[src/rtl/dma_rd_pkg.sv]
// Shared DMA state encodings: the sample-writer DMA and the SPI read-out DMA
// keep their enums side by side here under distinct prefixes.
package dma_rd_pkg;

   typedef enum logic [3:0] {
      DMA_WR_IDLE  = 4'h0,
      DMA_WR_WAIT  = 4'h1,
      DMA_WR_WRITE = 4'h2,
      DMA_WR_DONE  = 4'h3
   } dma_wr_state_t;

   // Four bits leave unused codes so a corrupted state register can be detected.
   typedef enum logic [3:0] {
      DMA_RD_IDLE    = 4'h0,
      DMA_RD_REQ     = 4'h1,
      DMA_RD_STROBE  = 4'h2,
      DMA_RD_SAMPLE  = 4'h3,
      DMA_RD_RELEASE = 4'h4,
      DMA_RD_TX_WAIT = 4'h5,
      DMA_RD_TX_LOAD = 4'h6,
      DMA_RD_INCR    = 4'h7
   } dma_rd_state_t;

   function automatic logic rd_holds_bus(dma_rd_state_t s);
      return (s == DMA_RD_REQ) || (s == DMA_RD_STROBE) || (s == DMA_RD_SAMPLE);
   endfunction

   function automatic logic rd_strobes(dma_rd_state_t s);
      return (s == DMA_RD_STROBE) || (s == DMA_RD_SAMPLE);
   endfunction

endpackage

[src/rtl/dma_rd.sv]
// Read-side DMA: streams one filled buffer half from memory into the SPI
// transmitter, re-arbitrating for the bus on every byte.
module dma_rd
   import dma_rd_pkg::*;
#(
   parameter int HALF_LEN = 128,
   parameter int ADDR_W   = 8
) (
   input  logic              clk,
   input  logic              reset,
   input  logic              buf_rdy,
   input  logic              buf_half,
   input  logic              bgrant,
   input  logic [7:0]        d,
   input  logic              tx_busy,
   output logic              breq,
   output logic              as,
   output logic              write,
   output logic [ADDR_W-1:0] a,
   output logic              load_spi,
   output logic [7:0]        spi_data,
   output logic              done,
   output logic              overrun,
   output logic [3:0]        state_dbg
);

   localparam logic [ADDR_W-2:0] LAST_OFS = (ADDR_W-1)'(HALF_LEN - 1);

   dma_rd_state_t state;
   dma_rd_state_t next;
   logic          last;

   assign last      = (a[ADDR_W-2:0] == LAST_OFS);
   assign state_dbg = state;

   always_comb begin
      next = DMA_RD_IDLE;
      case (state)
         DMA_RD_IDLE:    next = buf_rdy ? DMA_RD_REQ : DMA_RD_IDLE;
         DMA_RD_REQ:     next = bgrant ? DMA_RD_STROBE : DMA_RD_REQ;
         DMA_RD_STROBE:  next = DMA_RD_SAMPLE;
         DMA_RD_SAMPLE:  next = DMA_RD_RELEASE;
         DMA_RD_RELEASE: next = DMA_RD_TX_WAIT;
         DMA_RD_TX_WAIT: next = tx_busy ? DMA_RD_TX_WAIT : DMA_RD_TX_LOAD;
         DMA_RD_TX_LOAD: next = DMA_RD_INCR;
         DMA_RD_INCR:    next = last ? DMA_RD_IDLE : DMA_RD_REQ;
         default:        next = DMA_RD_IDLE;
      endcase
   end

   // Strobes are decoded from the next state so each registered output is
   // high exactly while the FSM sits in the matching state.
   always_ff @(posedge clk or negedge reset) begin
      if (!reset) begin
         state    <= DMA_RD_IDLE;
         breq     <= 1'b0;
         as       <= 1'b0;
         write    <= 1'b0;
         a        <= '0;
         load_spi <= 1'b0;
         spi_data <= 8'h00;
         done     <= 1'b0;
         overrun  <= 1'b0;
      end else begin
         state    <= next;
         breq     <= rd_holds_bus(next);
         as       <= rd_strobes(next);
         write    <= 1'b0;
         load_spi <= (next == DMA_RD_TX_LOAD);
         done     <= (state == DMA_RD_INCR) && last;
         if (state == DMA_RD_IDLE && buf_rdy)
            a <= {buf_half, {(ADDR_W-1){1'b0}}};
         else if (state == DMA_RD_INCR && !last)
            a <= a + ADDR_W'(1);
         if (state == DMA_RD_SAMPLE)
            spi_data <= d;
         // A new half arriving while one is in flight is reported, never queued.
         if (buf_rdy && state != DMA_RD_IDLE)
            overrun <= 1'b1;
      end
   end

endmodule

[config.mk]
export PLATFORM = sky130hd
export DESIGN_NAME = dma_rd
export DESIGN_NICKNAME = d
export VERILOG_FILES = /design/src/rtl/dma_rd_pkg.sv /design/src/rtl/dma_rd.sv
export SDC_FILE = /design/constraint.sdc
export NUM_CORES = 1
export LEC_CHECK = 0
export CAP_MARGIN = 25
export CORE_MARGIN = 5
export CORE_UTILIZATION = 39
export CTS_CLUSTER_DIAMETER = 40
export DETAILED_ROUTE_END_ITERATION = 8
export GPL_TIMING_DRIVEN = 1
export PLACE_DENSITY = 0.7
export RECOVER_POWER = 100
export REMOVE_ABC_BUFFERS = 1
export SYNTH_ARGS = -nofsm -noshare
export SYNTH_HDL_FRONTEND = slang
export SYNTH_SLANG_ARGS = --single-unit
[constraint.sdc]
create_clock -name clk -period 2.1 [get_ports clk]
set_input_delay 0.42 -clock clk [delete_from_list [all_inputs] [get_ports clk]]
set_output_delay 0.42 -clock clk [all_outputs]
set_load 0.05 [all_outputs]
==> results.sh, run 1 <==
export IMPL_status="finished, final reports clean"
export IMPL_rsz0062_at_grt="false"
export IMPL_worst_path_buf_inv=1
export IMPL_slew_violations=0
export IMPL_synth_edf_count=0
export IMPL_h_tree_depth=1
export IMPL_numPortBuffers=37
export IMPL_route_detailed_drc=0
export IMPL_muxShareOfSynthArea_pct=9.501
export IMPL_grt_first_pass_wirelength_um=3677
export IMPL_ir_drop_v=0.001356
export IMPL_drt_iter0_markers=27
export IMPL_n_fill_cell=228
export IMPL_dieArea_um2=3841
export IMPL_hold_viol=0
export IMPL_core_area_um2=2522
export IMPL_ctsRootBufferMaster="clkbuf_4"
export IMPL_yosysWarnings=0
export IMPL_fin_crit_ns=2.034
export IMPL_max_cap_violations=0
export IMPL_die_h_um=61.98
export IMPL_tightest_slew_ns=1.273
export IMPL_worst_setup_path_end_kind="primary output"
export IMPL_drive_above_1_share_pct=12.12
export IMPL_wl_per_cell_um=13.82
export IMPL_multi_input_area_um2=406.6
export IMPL_cts_buffers=3
export IMPL_yosys_most_used_dff="dfrtp_1"
export IMPL_grt_pass1_vias=805
export IMPL_netlist_area_um2=1054
export IMPL_slowest_stage="clkdlybuf4s50_1"
export IMPL_cp_required_ns=1.68
export IMPL_path_cells="clkdlybuf4s50_1"
export IMPL_ys_seq_elements=24
export IMPL_p_leak_uw=0.0006284
export IMPL_post_cts_resized=1
export IMPL_max_slew_margin_pct=15.15
export IMPL_ant_nets=0
export IMPL_synth_fa_ha_area_share_pct=1.188
export IMPL_synth_area_leaders="dfrtp_1 57%, mux2_2 8.6%, nand3_1 2.9%"
export IMPL_dp_cells=158
export IMPL_dr_pass1_iters=2
export IMPL_yosysTopAreaCellShare_pct=57.01
export IMPL_min_path_type="reg2reg"
export IMPL_placed_cell_area_um2=1446
export IMPL_fin_crit_sh_pct=96.87
export IMPL_cts_sinks=24
export IMPL_synthXorXnorAreaFrac_pct=0.8314
export IMPL_fin_nets=148
export IMPL_antenna_found_initial=0
export IMPL_synthDistinctLibCells=32
export IMPL_powerDensity_nw_per_um2=1689
export IMPL_cts_tree="done"
export IMPL_wl_um=2239
export IMPL_critPathMaxFanout=6
export IMPL_syn_avg_cell_area_um2=11.45
export IMPL_setup_viol=0
export IMPL_ioPinCount=40
export IMPL_vias_per_cell=5.105
export IMPL_num_rows=18
export IMPL_post_cts_buffers=0
export IMPL_place_congestion=0.8571
export IMPL_min_path_cells=1
export IMPL_start_kind="register"
export IMPL_ctsHoldBuffers=0
export IMPL_ys_seq_area_share_pct=57.01
export IMPL_yosys_area_top_type="dfrtp_1"
export IMPL_final_seq_area_um2=600.6
export IMPL_antenna_cells=0
export IMPL_clk_latency_ns=0.32
export IMPL_grt_max_degree=25
export IMPL_final_cell_area_um2=1478
export IMPL_fin_cells=162
export IMPL_dp_hpwl_um=1695
export IMPL_tns_ns=0
export IMPL_area_growth_pct=40.26
export IMPL_synth_compound_area_share_pct=12.47
export IMPL_yosys_top_cells_count="24 x dfrtp_1, 8 x mux2_2, 6 x nand2_1, 6 x nand3_1"
export IMPL_grt_overflow_total=0
export IMPL_utilization_pct=58.58
export IMPL_clk_pin_slew_ns=0.13
export IMPL_vias=827
export IMPL_syn_inst=92
export IMPL_yosysMostFrequentCell="dfrtp_1"
export IMPL_worst_endpoint_arrival_ns=1.61
export IMPL_cp_top_family="buffers and inverters"
export IMPL_grt_usage_pct=12.92
export IMPL_synth_top_family_by_area="simple AND/OR/NAND/NOR gates"
export IMPL_start_util_pct=41.77
export IMPL_max_stage_delay_ns=0.84
export IMPL_die_x_um=61.98
export IMPL_rr_worst_depth=5
export IMPL_skew_ns=0.002464
export IMPL_clockBufferDepth=2
export IMPL_path_class="reg2out"
export IMPL_ys_async_sr_fraction_pct=100.0
export IMPL_worstSetupPathDepth=1
export IMPL_fmax_mhz=491.6
export IMPL_yosys_area_share_simple_pct=13.90
## worst reg2reg max path: stages (launching register included)
cell	delay, ns
dfrtp_1	0.46
ha_1	0.23
nand3_1	0.17
o21bai_4	0.27
o21ai_0	0.18
a31o_2	0.27
## stage by stage
stage	setup slack, ns	hold WS, ns	total power [µW]
4_1_cts	0.007479	0.4453	2596
3_5_place_dp	0.2920	0.4609	2263
6_report	0.06572	0.4840	2496
2_1_floorplan	0.2685	0.1244	1764
3_3_place_gp	0.2882	0.4615	2234
5_1_grt	0.007102	0.5223	2639
## registers in the layout, summed over array words and instances (netlist names)
register and count:
load_spi 1, spi_data 8, a 8, done 1, breq 1, state_dbg 3
overrun 1, as 1
## per-layer routing
layer	track usage (%)	vias up	wire (µm)
li1	-	404	-
met1	16.91	393	1007
met2	19.82	27	1014
met3	3.512	3	187
met4	6.061	0	29
met5	0	-	0
## final cells by class
type / instances / share of cell area, %
Clock buffer: 3 / 1.524
Clock inverter: 1 / 2.032
Inverter: 5 / 1.270
Multi-Input combinational cell: 60 / 27.52
Sequential cell: 24 / 40.64
Tap cell: 30 / 2.540
Timing Repair Buffer: 39 / 24.47
## layout by cell type, fill, tap and decap left out, types with 4 or more instances in the layout
cell / count
nand2_1: 6
mux2_2: 8
dfrtp_1: 24
o21ai_0: 4
clkbuf_1: 4
a21oi_1: 5
nand3_1: 6
inv_1: 5
dlygate4sd3_1: 15
clkdlybuf4s50_1: 18
## worst paths after layout
| path | end | slack, ns | start |
|---|---|---|---|
| worst max register to register | breq | 0.43 | a[0] |
| worst min register to register | overrun | 0.48 | overrun |
| worst min-delay path | overrun | 0.48 | overrun |
| max in group asynchronous | spi_data[5] | 0.47 | reset |
| worst max-delay path | a[0] | 0.07 | a[0] |
| min in group asynchronous | spi_data[6] | 0.88 | reset |
## power by group
part	internal [µW]	switching, µW
registers	642	171
clock network	193	139
logic	433	917
## kinds of logic (layout without fill, tap and decap cells)
family / Yosys count / count (layout)
DFF: 24 / 24
adders and majority gates: 1 / 1
AOI/OAI and AO/OA: 19 / 19
other: 1 / 2
muxes: 9 / 9
buffers and inverters: 9 / 48
and+or+nand+nor: 28 / 28
xor gates and xnor gates: 1 / 1
(Power assumes the default switching activity.)
==> inputs of run 2 (changes only) <==
--- a/config.mk
+++ b/config.mk
@@ -14,6 +14,7 @@
 export PLACE_DENSITY = 0.7
 export RECOVER_POWER = 100
 export REMOVE_ABC_BUFFERS = 1
+export SETUP_SLACK_MARGIN = 0.02
 export SYNTH_ARGS = -nofsm -noshare
 export SYNTH_HDL_FRONTEND = slang
 export SYNTH_SLANG_ARGS = --single-unit
==> run 2 against run 1 <==
Flip-flop and latch count unchanged. Final area decreased by 0.51%. Setup slack improved by 0.024 ns. Clock skew about the same. Non-clock buffer count unchanged. Hold slack about the same. Register-to-register slack improved by 0.03 ns. Clock power about the same. Largest cell class unchanged. Highest routed layer unchanged.
==> results.sh, run 2 (synthesized netlist as in run 1, its figures left out) <==
export IMPL_ant_nets=0
export IMPL_grt_overflow_total=0
export IMPL_n_fill_cell=232
export IMPL_grt_first_pass_wirelength_um=3677
export IMPL_cts_buffers=3
export IMPL_p_leak_uw=0.0006283
export IMPL_route_detailed_drc=0
export IMPL_fmax_mhz=497.3
export IMPL_start_util_pct=41.77
export IMPL_setup_viol=0
export IMPL_cp_top_family="buffers and inverters"
export IMPL_comb_power_share_pct=53.9
export IMPL_worst_setup_path_end_kind="primary output"
export IMPL_core_area_um2=2522
export IMPL_dr_pass1_iters=5
export IMPL_powerDensity_nw_per_um2=1693
export IMPL_final_seq_area_um2=600.6
export IMPL_ir_drop_v=0.001353
export IMPL_die_h_um=61.98
export IMPL_power_internal_uw=1259
export IMPL_wl_um=2264
export IMPL_fin_crit_sh_pct=95.75
export IMPL_worst_endpoint_arrival_ns=1.59
export IMPL_drive_above_1_share_pct=12.12
export IMPL_vias_per_cell=5.117
export IMPL_clockBufferDepth=2
export IMPL_antenna_cells=0
export IMPL_path_class="reg2out"
export IMPL_final_common_cell="dfrtp_1"
export IMPL_tightest_slew_ns=1.267
export IMPL_grt_usage_pct=12.92
export IMPL_rsz0062_at_grt="false"
export IMPL_critPathMaxFanout=5
export IMPL_grt_pass1_vias=805
export IMPL_max_cap_violations=0
export IMPL_power_frac_clock_pct=13.5
export IMPL_ioPinCount=40
export IMPL_fin_crit_ns=2.011
export IMPL_post_cts_buffers=0
export IMPL_status="finished, final reports clean"
export IMPL_max_stage_delay_ns=0.83
export IMPL_multi_input_area_um2=406.6
export IMPL_cts_tree="done"
export IMPL_dpl_worst_slack_ns=0.2920
export IMPL_setup_slack_ns=0.08923
export IMPL_h_tree_depth=1
export IMPL_fin_nets=148
export IMPL_cts_sinks=24
export IMPL_ctsHoldBuffers=0
export IMPL_numPortBuffers=37
export IMPL_tns_ns=0
export IMPL_cp_required_ns=1.68
export IMPL_skew_ns=0.002903
export IMPL_clk_pin_slew_ns=0.13
export IMPL_area_growth_pct=39.55
export IMPL_wl_per_cell_um=13.98
export IMPL_max_slew_margin_pct=15.54
export IMPL_worst_path_buf_inv=1
export IMPL_path_cells="clkdlybuf4s50_1"
export IMPL_vias=829
export IMPL_num_rows=18
export IMPL_utilization_pct=58.28
export IMPL_min_path_type="reg2reg"
export IMPL_dp_hpwl_um=1695
export IMPL_slew_violations=0
export IMPL_p_sw_share_pct=49.41
export IMPL_slowest_stage="clkdlybuf4s50_1"
export IMPL_place_congestion=0.8571
export IMPL_clk_latency_ns=0.32
export IMPL_hold_viol=0
export IMPL_mostFrequentLayoutCells="24 x dfrtp_1, 16 x clkdlybuf4s50_1, 15 x dlygate4sd3_1, 8 x mux2_2"
export IMPL_grt_max_degree=25
export IMPL_drt_iter0_markers=26
export IMPL_ctsRootBufferMaster="clkbuf_4"
export IMPL_power_frac_seq_pct=32.6
export IMPL_p_sw_uw=1230
export IMPL_die_x_um=61.98
export IMPL_start_kind="register"
export IMPL_dieArea_um2=3841
export IMPL_antenna_found_initial=0
run 2: metal layers:
layer	vias up	part of all wire (%)	GRT usage [%]
li1	404	-	-
met1	395	44	16.91
met2	27	45	19.82
met3	3	8.8	3.512
met4	0	1.2	6.061
met5	-	0	0
run 2: final cells by class:
| type | count | share of cell area, % |
|---|---|---|
| Clock buffer | 3 | 1.532 |
| Clock inverter | 1 | 2.043 |
| Inverter | 5 | 1.277 |
| Multi-Input combinational cell | 60 | 27.66 |
| Sequential cell | 24 | 40.85 |
| Tap cell | 30 | 2.553 |
| Timing Repair Buffer | 39 | 24.09 |
run 2: power by group through the flow:
stage | clock network, µW | registers (µW) | logic [µW]
after floorplan | 0 | 1430 | 333
after global placement | 0 | 813 | 1420
after detailed placement | 0 | 825 | 1440
after CTS | 344 | 816 | 1430
after global routing | 367 | 846 | 1420
final | 336 | 811 | 1340
run 2: worst paths after layout:
kind	endpoint	slack [ns]	startpoint	depth (start not counted)
setup / recovery	a[3]	0.09	a[3]	1
hold / removal	overrun	0.48	overrun	1
setup reg to reg	breq	0.46	a[0]	5
hold reg to reg	overrun	0.48	overrun	1
max in group asynchronous	a[2]	0.48	reset	2
min in group asynchronous	spi_data[6]	0.88	reset	2
run 2: timing repair:
| action | CTS | global route |
|---|---|---|
| setup endpoints to repair | 2 | 3 |
| gates resized for setup | 2 | 3 |
| gates cloned | 0 | 0 |
run 2: per-stage QoR:
step	std cells	area [µm²]	hold WS (ns)	power, µW
6_report	162	1470	0.4841	2489
5_1_grt	162	1470	0.5223	2630
4_1_cts	162	1496	0.4453	2589
3_5_place_dp	158	1446	0.4609	2263
3_3_place_gp	158	1446	0.4615	2234
2_1_floorplan	89	1026	0.1244	1764
